===== src/rtl/calculator_input_if.sv =====
// Bundle of raw board inputs and conditioned outputs between the board
// switches/button and the calculator_input conditioning stage.
interface calculator_input_if;
    logic       button;
    logic [2:0] func;
    logic [7:0] num1;
    logic [7:0] num2;
    logic       cmd_valid;
    logic [2:0] func_q;
    logic [7:0] num1_q;
    logic [7:0] num2_q;
    logic       btn_level;
    logic [7:0] press_cnt;

    // Board side: drives the raw switches and observes the clean outputs.
    modport master (
        output button, func, num1, num2,
        input  cmd_valid, func_q, num1_q, num2_q, btn_level, press_cnt
    );

    // Conditioning stage side.
    modport slave (
        input  button, func, num1, num2,
        output cmd_valid, func_q, num1_q, num2_q, btn_level, press_cnt
    );
endinterface


===== src/rtl/calculator_input.sv =====
// Input conditioning for the hex calculator: synchronises the raw switches,
// debounces the push button and, on each accepted press, emits a one-cycle
// cmd_valid strobe together with a frozen operand/function snapshot.
module calculator_input #(
    parameter int DEBOUNCE_CYCLES = 20000
) (
    input logic               clk_g,
    input logic               rst,
    calculator_input_if.slave bus
);
    localparam int CNT_W = $clog2(DEBOUNCE_CYCLES);
    localparam logic [CNT_W-1:0] CNT_MAX = CNT_W'(DEBOUNCE_CYCLES - 1);

    typedef enum logic [1:0] {
        IDLE      = 2'd0,
        PRESS_CHK = 2'd1,
        HELD      = 2'd2,
        REL_CHK   = 2'd3
    } state_t;

    // Two-flop synchroniser chains; only the *_s_q copies feed the logic.
    logic       b_m_q, b_s_q;
    logic [2:0] func_m_q, func_s_q;
    logic [7:0] n1_m_q, n1_s_q;
    logic [7:0] n2_m_q, n2_s_q;

    state_t           state_q, state_d;
    logic [CNT_W-1:0] cnt_q, cnt_d;
    logic             accept;

    logic       cmd_valid_q;
    logic [2:0] func_cap_q;
    logic [7:0] num1_cap_q;
    logic [7:0] num2_cap_q;
    logic       btn_level_q;
    logic [7:0] press_cnt_q;

    // Bring the asynchronous board inputs into the clk_g domain.
    always_ff @(posedge clk_g) begin
        if (rst) begin
            b_m_q    <= 1'b0;
            b_s_q    <= 1'b0;
            func_m_q <= '0;
            func_s_q <= '0;
            n1_m_q   <= '0;
            n1_s_q   <= '0;
            n2_m_q   <= '0;
            n2_s_q   <= '0;
        end else begin
            b_m_q    <= bus.button;
            b_s_q    <= b_m_q;
            func_m_q <= bus.func;
            func_s_q <= func_m_q;
            n1_m_q   <= bus.num1;
            n1_s_q   <= n1_m_q;
            n2_m_q   <= bus.num2;
            n2_s_q   <= n2_m_q;
        end
    end

    // Debounce FSM state and shared stability counter.
    always_ff @(posedge clk_g) begin
        if (rst) begin
            state_q <= IDLE;
            cnt_q   <= '0;
        end else begin
            state_q <= state_d;
            cnt_q   <= cnt_d;
        end
    end

    // Next-state logic: a level change is accepted only after it has been
    // seen for DEBOUNCE_CYCLES+1 consecutive synchronised samples.
    always_comb begin
        state_d = state_q;
        cnt_d   = cnt_q;
        accept  = 1'b0;
        unique case (state_q)
            IDLE: begin
                if (b_s_q) begin
                    state_d = PRESS_CHK;
                    cnt_d   = '0;
                end
            end
            PRESS_CHK: begin
                if (!b_s_q) begin
                    state_d = IDLE;
                end else if (cnt_q == CNT_MAX) begin
                    state_d = HELD;
                    accept  = 1'b1;
                end else begin
                    cnt_d = cnt_q + CNT_W'(1);
                end
            end
            HELD: begin
                if (!b_s_q) begin
                    state_d = REL_CHK;
                    cnt_d   = '0;
                end
            end
            REL_CHK: begin
                if (b_s_q) begin
                    state_d = HELD;
                end else if (cnt_q == CNT_MAX) begin
                    state_d = IDLE;
                end else begin
                    cnt_d = cnt_q + CNT_W'(1);
                end
            end
            default: state_d = IDLE;
        endcase
    end

    // Registered outputs: strobe and snapshot on the accept edge only,
    // debounced level follows the state being entered.
    always_ff @(posedge clk_g) begin
        if (rst) begin
            cmd_valid_q <= 1'b0;
            func_cap_q  <= '0;
            num1_cap_q  <= '0;
            num2_cap_q  <= '0;
            btn_level_q <= 1'b0;
            press_cnt_q <= '0;
        end else begin
            cmd_valid_q <= accept;
            btn_level_q <= (state_d == HELD) || (state_d == REL_CHK);
            if (accept) begin
                func_cap_q  <= func_s_q;
                num1_cap_q  <= n1_s_q;
                num2_cap_q  <= n2_s_q;
                press_cnt_q <= press_cnt_q + 8'd1;
            end
        end
    end

    assign bus.cmd_valid = cmd_valid_q;
    assign bus.func_q    = func_cap_q;
    assign bus.num1_q    = num1_cap_q;
    assign bus.num2_q    = num2_cap_q;
    assign bus.btn_level = btn_level_q;
    assign bus.press_cnt = press_cnt_q;
endmodule


===== src/flat_wrapper.sv =====
// flat-port wrapper written by rule: the top's interface ports become plain ports
module calculator_input_flat 
#(
    parameter int DEBOUNCE_CYCLES = 20000
)
  (clk_g, rst, bus_button, bus_func, bus_num1, bus_num2, bus_cmd_valid, bus_func_q, bus_num1_q, bus_num2_q, bus_btn_level, bus_press_cnt);
  calculator_input_if bus_i ();
  input logic clk_g;
  input logic rst;
  input wire logic [$bits(bus_i.button)-1:0] bus_button;
  input wire logic [$bits(bus_i.func)-1:0] bus_func;
  input wire logic [$bits(bus_i.num1)-1:0] bus_num1;
  input wire logic [$bits(bus_i.num2)-1:0] bus_num2;
  output wire logic [$bits(bus_i.cmd_valid)-1:0] bus_cmd_valid;
  output wire logic [$bits(bus_i.func_q)-1:0] bus_func_q;
  output wire logic [$bits(bus_i.num1_q)-1:0] bus_num1_q;
  output wire logic [$bits(bus_i.num2_q)-1:0] bus_num2_q;
  output wire logic [$bits(bus_i.btn_level)-1:0] bus_btn_level;
  output wire logic [$bits(bus_i.press_cnt)-1:0] bus_press_cnt;
  assign bus_i.button = bus_button;
  assign bus_i.func = bus_func;
  assign bus_i.num1 = bus_num1;
  assign bus_i.num2 = bus_num2;
  assign bus_cmd_valid = bus_i.cmd_valid;
  assign bus_func_q = bus_i.func_q;
  assign bus_num1_q = bus_i.num1_q;
  assign bus_num2_q = bus_i.num2_q;
  assign bus_btn_level = bus_i.btn_level;
  assign bus_press_cnt = bus_i.press_cnt;
  calculator_input #(.DEBOUNCE_CYCLES(DEBOUNCE_CYCLES)) u_core (.clk_g(clk_g), .rst(rst), .bus(bus_i));
endmodule

===== config.mk =====
export PLATFORM = sky130hd
export DESIGN_NAME = calculator_input_flat
export DESIGN_NICKNAME = d
export VERILOG_FILES = /design/src/rtl/calculator_input_if.sv /design/src/rtl/calculator_input.sv /design/src/flat_wrapper.sv
export SDC_FILE = /design/constraint.sdc
export NUM_CORES = 1
export LEC_CHECK = 0
export CORE_MARGIN = 3
export CORE_UTILIZATION = 52
export DETAILED_ROUTE_END_ITERATION = 12
export PLACE_DENSITY = 0.78
export REMOVE_ABC_BUFFERS = 1
export SETUP_SLACK_MARGIN = 0.02
export SLEW_MARGIN = 40
export SYNTH_ARGS = -nofsm -noshare
export SYNTH_HDL_FRONTEND = slang
export SYNTH_SLANG_ARGS = --single-unit

===== constraint.sdc =====
create_clock -name clk_g -period 2.5 [get_ports clk_g]
set_clock_uncertainty 0.05 [all_clocks]
set_input_delay 0.375 -clock clk_g [delete_from_list [all_inputs] [get_ports clk_g]]
set_output_delay 0.375 -clock clk_g [all_outputs]
set_load 0.02 [all_outputs]

==> flow_metrics.tcl, run 1 <==
set metrics [dict create \
    path_cells "ha_1 -> and4_1 -> nand4_2 -> nor4_1 -> mux2_2" \
    syn-cell-area_sq_mm 0.00319 \
    post-place-ws_ns 0.395 \
    fp.coreArea_sq_mm 0.00571 \
    finalWeightedCongestion 0.829 \
    rsz0062_at_grt "false" \
    io-pin-count 51 \
    p_per_area_mw_per_mm2 654 \
    synthSimpleGateAreaFrac 0.275 \
    avgViaCountPerCell 5.10 \
    dr.max_layer_used "met4" \
    maxCapViolCount 0 \
    p_leak_uw 0.00143 \
    synth.distinct_cells 36 \
    peakVddDrop_mv 0.514 \
    ant_nets 0 \
    wl_per_cell_um 12.4 \
    synth_xor_area_frac 0.0188 \
    grt_start_max_net_pins 36 \
    cts_buffer_depth 2 \
    dieArea_sq_mm 0.00712 \
    design_area_sq_mm 0.00402 \
    setup_ws_ns 0.392 \
    ys_ff_latch 86 \
    arrival_ns 2.29 \
    drc_errors 0 \
    status "finished clean" \
    io_buffers 50 \
    synth_top_family_by_area "simple AND/OR/NAND/NOR gates" \
    synth.area.top_cells "dfxtp_1 (54%), nor2b_1 (8.4%), nand2b_1 (7.8%)" \
    grt_pass1_wl_mm 9.49 \
    cts_hold_buffers 0 \
    slowest_delay_ns 0.41 \
    wl_mm 5.40 \
    initial_core_util 0.560 \
    met2WireLength_mm 2.56 \
    synthFlopType "dfxtp_1" \
    synth_edf_count 0 \
    slew_headroom 0.638 \
    hold_class "flip-flop to flip-flop" \
    hold_violations 0 \
    cts.clk_slew.worst_paths_ns 0.08 \
    crit_path_start_kind "flip-flop" \
    cts-resized-gates 0 \
    post_cts_buffers 0 \
    area_delta_synth_final_pct 26.0 \
    avgSynthCellArea_sq_um 10.3 \
    r2r_cells 5 \
    yosysMostFrequentCell "dfxtp_1" \
    crit_family "simple AND/OR/NAND/NOR gates" \
    setup_viol 0 \
    max_clock_freq_mhz 474 \
    clock-sinks 86 \
    wl_met1_mm 2.50 \
    cts_tree "done" \
    yosysWarningCount 0 \
    synth_compound_area_frac 0.0529 \
    n_antenna_cell 0 \
    grt_antenna_before_repair 0 \
    yosysTopAreaCell "dfxtp_1" \
    cp.depth 5 \
    muxShareOfSynthArea 0.0795 \
    synth_top_area_frac 0.539 \
    endpoint_kind "flip-flop" \
    vias 2228 \
    grt_usage 0.164 \
    slew_viol_final 0 \
    p_total_uw 2630 \
    crit_fanout 14 \
    crit_buf_inv 0 \
    tightest_slew_ns 0.543 \
    synth_common_cells "dfxtp_1 (86), nor2b_1 (43), nand2b_1 (40), mux2i_1 (22), a21oi_1 (14)" \
    root_buffer "clkbuf_8" \
    fin_nets 384 \
    syn_inst 310 \
    worst_skew_pair.late_latency_ns 0.34 \
    hpwl_mm 3.74 \
    path_class "flip-flop to flip-flop" \
    tns_ns 0 \
    synth_seq_area_share 0.539 \
    die_h_um 84.4 \
    first_iter_violations 101 \
    grt-ovfl-total 0 \
    cts_made_buffers 9 \
    place_area_sq_mm 0.00379 \
    die_width_um 84.4 \
    dr.pass1.iters 4 \
    cts-htree-levels 3 \
    critPathSlowestCell "nor4_1" \
    synth_fa_ha_area_frac 0.00783 \
    hold_path_depth 1 \
    grt_pass1_vias 2155 \
    cp.required_ns 2.68 \
    synth-async-reset-ratio 0 \
    fin_worst_hold_slack_ns 0.385 \
    drive_gt1_frac 0.0877 \
    core.rowCount 27 \
    fin_crit_sh 0.843 \
    min_period_ns 2.11 \
    wl_met3_um 255 \
    fillers 437 \
]
## cells in the final DEF (no fill, tap or decap), types with 4 or more instances in the layout
cell and count:
nand2b_1 40, nor2b_1 43, nor2_1 12, o21ai_0 7, clkbuf_8 9, or3_1 7
dfxtp_1 86, inv_1 4, a21oi_1 14, or4_1 6, nand2_1 7, clkdlybuf4s50_1 49
o31ai_1 6, nand3_1 7, mux2i_1 22
## flip-flops by register name, summed over array words and instances, names as in the netlist, 8 cells and up
register and count:
u_core.cnt_q 15, u_core.bus.num1_q 8, u_core.bus.num2_q 8, u_core.bus.press_cnt 8, u_core.n1_m_q 8, u_core.n1_s_q 8, u_core.n2_m_q 8, u_core.n2_s_q 8
## routing by layer
metal,vias up,global-route usage
li1,1140,-
met1,1035,0.206
met2,45,0.260
met3,8,0.0451
met4,0,0.0791
met5,-,0
## final cells by class
type | instances | area, sq um | area share
clock inverters | 7 | 113 | 0.0280
multi-input cells | 204 | 1390 | 0.345
well taps | 72 | 90.1 | 0.0224
clock buffers | 9 | 124 | 0.0308
inverters | 4 | 15.0 | 0.00373
flip-flops and latches | 86 | 1720 | 0.428
repair buffers | 55 | 571 | 0.142
## cells by family after synthesis
logic type,Yosys count
xor gates and xnor gates,6
buffers and inverters,20
adders and majority gates,2
muxes,25
DFF,86
and+or+nand+nor,142
AOI/OAI and AO/OA,29
## worst paths after layout
path | startpoint | endpoint | slack [ns]
hold reg to reg | u_core.n2_m_q[5] | u_core.n2_s_q[5] | 0.39
setup / recovery | u_core.cnt_q[0] | u_core.bus.press_cnt[7] | 0.39
setup reg to reg | u_core.cnt_q[0] | u_core.bus.press_cnt[7] | 0.39
hold / removal | u_core.n2_m_q[5] | u_core.n2_s_q[5] | 0.39
## report_power, final
group          internal [uW]  switching [uW]  total (uW)
sequential              1400            7.46        1410
combinational           65.5            41.8         107
clock                    658             459        1120
## metrics by stage
stage | utilization | std cells
after floorplan | - | 294
after global placement | 0.663 | 421
after detailed placement | 0.663 | 421
after CTS | 0.705 | 437
after global routing | 0.705 | 437
final | 0.705 | 437
Power figures use the tool's default switching activity.
==> run 2, diff against run 1 <==
==> constraint.sdc (replaced) <==
create_clock -name clk_g -period 2.2 [get_ports clk_g]
set_clock_uncertainty 0.05 [all_clocks]
set_input_delay 0.33 -clock clk_g [delete_from_list [all_inputs] [get_ports clk_g]]
set_output_delay 0.33 -clock clk_g [all_outputs]
set_load 0.02 [all_outputs]
==> run 2 against run 1 <==
Effect of this change:
- cell area fell by 1.2%
- critical endpoint is now u_core.bus.press_cnt[5]
- non-clock buffer count fell by 2
- largest power group unchanged
- setup slack got worse by 0.19 ns
- critical path depth did not move
- routed wire length rose by 1.5%
==> flow_metrics.tcl, run 2 (synthesis results as in run 1) <==
set metrics [dict create \
    cts-resized-gates 0 \
    dieArea_sq_mm 0.00712 \
    grt_antenna_before_repair 0 \
    vias 2206 \
    mostFrequentLayoutCells "dfxtp_1 (86), clkdlybuf4s50_1 (49), nor2b_1 (43)" \
    die_width_um 84.4 \
    fin_crit_sh 0.906 \
    cts_hold_buffers 0 \
    ff2ff_setup_slack_ns 0.21 \
    finalWeightedCongestion 0.825 \
    cp.required_ns 2.38 \
    p_leak_uw 0.00141 \
    slew_viol_final 0 \
    tightest_slew_ns 0.397 \
    crit_fanout 14 \
    p_per_area_mw_per_mm2 712 \
    design_area_sq_mm 0.00398 \
    maxCapViolCount 0 \
    dr.pass1.iters 4 \
    area_delta_synth_final_pct 24.4 \
    setup_ws_ns 0.207 \
    initial_core_util 0.560 \
    min_period_ns 1.99 \
    io-pin-count 51 \
    path_class "flip-flop to flip-flop" \
    utilization 0.696 \
    rsz0062_at_grt "false" \
    drive_gt1_frac 0.0826 \
    wl_mm 5.48 \
    cts_made_buffers 9 \
    setup_viol 0 \
    wl_per_cell_um 12.6 \
    path_cells "ha_1 -> and4_1 -> nand4_4 -> nor4_1 -> mux2_2" \
    grt_usage 0.163 \
    hpwl_mm 3.58 \
    post_cts_buffers 0 \
    ant_nets 0 \
    top_register "u_core.cnt_q" \
    clock-sinks 86 \
    root_buffer "clkbuf_8" \
    cts_buffer_depth 2 \
    grt_pass1_wl_mm 9.51 \
    place_area_sq_mm 0.00376 \
    max_clock_freq_mhz 502 \
    arrival_ns 2.17 \
    layout_commonest_cell "dfxtp_1" \
    hold_class "input pin to flip-flop" \
    hold_violations 0 \
    crit_family "simple AND/OR/NAND/NOR gates" \
    fin_nets 382 \
    crit_path_start_kind "flip-flop" \
    worst_skew_pair.late_latency_ns 0.34 \
    slowest_delay_ns 0.38 \
    endpoint_kind "flip-flop" \
    die_h_um 84.4 \
    fp.coreArea_sq_mm 0.00571 \
    drc_errors 0 \
    peakVddDrop_mv 0.446 \
    slew_headroom 0.735 \
    cts-htree-levels 3 \
    grt-ovfl-total 0 \
    cts_tree "done" \
    largest_register_ffs 15 \
    status "finished clean" \
    cts.clk_slew.worst_paths_ns 0.09 \
    grt_pass1_vias 2152 \
    critPathSlowestCell "dfxtp_1" \
    n_antenna_cell 0 \
    post-place-ws_ns 0.127 \
    avgViaCountPerCell 5.07 \
    grt_start_max_net_pins 68 \
    io_buffers 50 \
    core.rowCount 27 \
    tns_ns 0 \
    crit_buf_inv 0 \
    first_iter_violations 114 \
]
## run 2: worst paths after layout
path,start,endpoint,depth (start not counted)
hold reg to reg,u_core.n2_m_q[0],u_core.n2_s_q[0],1
hold / removal,rst,u_core.n1_m_q[6],2
setup reg to reg,u_core.cnt_q[0],u_core.bus.press_cnt[5],5
setup / recovery,u_core.cnt_q[0],u_core.bus.press_cnt[5],5
## run 2: layout make-up
type                            instances  area, sq um
Clock buffer                           10          138
Clock inverter                          6         68.8
Fill cell                             449         1730
Inverter                                4         15.0
Multi-Input combinational cell        204         1400
Sequential cell                        86         1720
Tap cell                               72         90.1
Timing Repair Buffer                   53          543
## run 2: stage by stage
| stage | hold WS [ns] | power, uW | std cells |
|---|---|---|---|
| after global placement | 0.365 | 1750 | 419 |
| after global routing | 0.337 | 2940 | 435 |
| after CTS | 0.334 | 2860 | 435 |
| after floorplan | 0.349 | 1680 | 294 |
| after detailed placement | 0.375 | 1750 | 419 |
| final | 0.342 | 2830 | 435 |
## run 2: power by group
| group | internal, uW | total, uW | switching (uW) |
|---|---|---|---|
| clock network | 564 | 1120 | 552 |
| logic | 69.8 | 117 | 46.7 |
| registers | 1590 | 1600 | 8.63 |
## run 2: worst register-to-register path, delay by kind of cell, from the launching register on
family / cells / cell delay, ns
simple gates: 3 / 0.87
flops: 1 / 0.38
mux: 1 / 0.36
fa+ha+maj: 1 / 0.22
## run 2: per-layer routing
metal  vias up  part of all wire  GRT usage
met5         -                 0          0
met4         0             0.021     0.0748
met3        10             0.042     0.0402
met2        47              0.47      0.266
met1      1016              0.47      0.203
li1       1133                 -          -
==> run 3, diff against run 2 <==
--- a/config.mk
+++ b/config.mk
@@ -9,7 +9,6 @@
 export CORE_UTILIZATION = 52
 export DETAILED_ROUTE_END_ITERATION = 12
 export PLACE_DENSITY = 0.78
-export REMOVE_ABC_BUFFERS = 1
 export SETUP_SLACK_MARGIN = 0.02
 export SLEW_MARGIN = 40
 export SYNTH_ARGS = -nofsm -noshare
==> run 3 against run 2 <==
Effect of this change:
- setup slack lost 0.031 ns
- highest routed layer unchanged
- critical endpoint is now u_core.bus.press_cnt[7]
- non-clock buffer count grew 1
- largest cell class unchanged
- power fell by 1.1%
==> flow_metrics.tcl, run 3 (synthesis results as in run 1) <==
set metrics [dict create \
    status "finished clean" \
    die_h_um 84.4 \
    first_iter_violations 75 \
    path_cells "ha_1 -> and4_1 -> nand4_4 -> nor4_1 -> mux2_2" \
    wl_per_cell_um 12.5 \
    finalWeightedCongestion 0.782 \
    root_buffer "clkbuf_8" \
    grt.met3_usage 0.0569 \
    fin_worst_hold_slack_ns 0.342 \
    hold_class "input pin to flip-flop" \
    path_class "flip-flop to flip-flop" \
    grt_usage 0.170 \
    hold_violations 0 \
    cp.required_ns 2.39 \
    fp.coreArea_sq_mm 0.00571 \
    top_register "u_core.cnt_q" \
    r2r_cells 5 \
    hpwl_mm 3.82 \
    area_delta_synth_final_pct 24.6 \
    cts-htree-levels 3 \
    endpoint_kind "flip-flop" \
    layout.cells.non_filler 436 \
    grt_pass1_vias 2147 \
    hold_path_depth 2 \
    cts_buffer_depth 2 \
    clock-sinks 86 \
    cts_made_buffers 9 \
    p_per_area_mw_per_mm2 704 \
    placedCellCount 420 \
    ff2ff_setup_slack_ns 0.18 \
    cts_hold_buffers 0 \
    grtUsageMet1 0.213 \
    post_cts_buffers 0 \
    mostFrequentLayoutCells "dfxtp_1 (86), clkdlybuf4s50_1 (49), nor2b_1 (43)" \
    worstReg2RegStart "u_core.cnt_q[0]" \
    grt_start_max_net_pins 41 \
    avgViaCountPerCell 5.06 \
    drc_errors 0 \
    die_width_um 84.4 \
    min_period_ns 2.02 \
    fin_crit_sh 0.920 \
    cts-resized-gates 0 \
    tns_ns 0 \
    slew_headroom 0.726 \
    worst_skew_pair.late_latency_ns 0.35 \
    busiest_layer "met2" \
    cts_tree "done" \
    setup_viol 0 \
    slew_viol_final 0 \
    peakVddDrop_mv 0.549 \
    grt_pass1_wl_mm 9.69 \
    critPathSlowestCell "dfxtp_1" \
    drive_gt1_frac 0.0824 \
    grt-ovfl-total 0 \
    grt_antenna_before_repair 0 \
    crit_path_start_kind "flip-flop" \
    fin_nets 383 \
    max_clock_freq_mhz 494 \
    slowest_delay_ns 0.38 \
    maxCapViolCount 0 \
    rsz0062_at_grt "false" \
    tightest_slew_ns 0.411 \
    dr.pass1.iters 4 \
    worstHoldStart "rst" \
    crit_fanout 14 \
    initial_core_util 0.560 \
    vias 2208 \
    layout_commonest_cell "dfxtp_1" \
    rr_endpoint "u_core.bus.press_cnt[7]" \
    p_leak_uw 0.00142 \
    io-pin-count 51 \
    synth_nets 334 \
    arrival_ns 2.22 \
    io_buffers 50 \
    ant_nets 0 \
    hold_path_end "u_core.state_q[0]" \
    core.rowCount 27 \
    cts.clk_slew.worst_paths_ns 0.08 \
    wl_mm 5.43 \
    largest_register_ffs 15 \
    n_antenna_cell 0 \
    dieArea_sq_mm 0.00712 \
    use_met2 0.268 \
]
[run 3: cell count changes in the layout (fill, tap and decap cells not counted)]
| cell | before | now |
|---|---|---|
| buf_4 | 1 | 2 |
| clkbuf_1 | 0 | 1 |
| clkinv_2 | 1 | 2 |
| clkinvlp_4 | 1 | 0 |
| inv_6 | 2 | 1 |
| nor2_2 | 1 | 0 |
| nor2_4 | 0 | 1 |
[run 3: through the flow]
stage	util	power [uW]	setup WS (ns)	area, sq um
floorplan	-	1700	0.326	3190
global placement	0.660	1750	0.157	3770
detailed placement	0.660	1750	0.0697	3770
CTS	0.695	2850	0.0650	3970
global route	0.697	2930	0.0305	3980
finish	0.697	2800	0.175	3980
[run 3: area by class of cell]
| cell class | instances | area, sq um |
|---|---|---|
| multi-input combinational | 204 | 1400 |
| tap | 72 | 90.1 |
| inverter | 4 | 15.0 |
| clock buffer | 11 | 141 |
| timing repair buffer | 54 | 551 |
| clock inverter | 5 | 57.6 |
| fill | 458 | 1730 |
| sequential | 86 | 1720 |
[run 3: worst max-delay path: cells and delay by family, from the launching register on]
| family | cells | cell delay [ns] |
|---|---|---|
| adders and majority gates | 1 | 0.22 |
| DFF | 1 | 0.38 |
| muxes | 1 | 0.36 |
| and+or+nand+nor | 3 | 0.90 |
[run 3: worst max path at each step]
stage	start	endpoint	slack [ns]	cells after the start
after floorplan	u_core.cnt_q[0]	u_core.bus.press_cnt[7]	0.33	6
after global placement	u_core.cnt_q[0]	u_core.bus.press_cnt[7]	0.16	5
after detailed placement	u_core.cnt_q[0]	u_core.bus.num2_q[1]	0.07	6
after CTS	u_core.cnt_q[0]	u_core.bus.num2_q[1]	0.07	6
after global routing	u_core.cnt_q[0]	u_core.bus.press_cnt[5]	0.03	5
final	u_core.cnt_q[0]	u_core.bus.press_cnt[7]	0.18	5
[run 3: power by group]
part / internal (uW) / switching, uW / total [uW] / leakage (uW)
logic: 70.7 / 46.4 / 117 / 0.000613
registers: 1590 / 8.59 / 1600 / 0.000701
clock network: 558 / 527 / 1080 / 0.000104
[run 3: metal layers]
metal	vias to the layer above	share of wire	wire length [um]
li1	1135	-	-
met1	1014	0.47	2540
met2	46	0.47	2540
met3	13	0.046	249
met4	0	0.018	98
met5	-	0	0
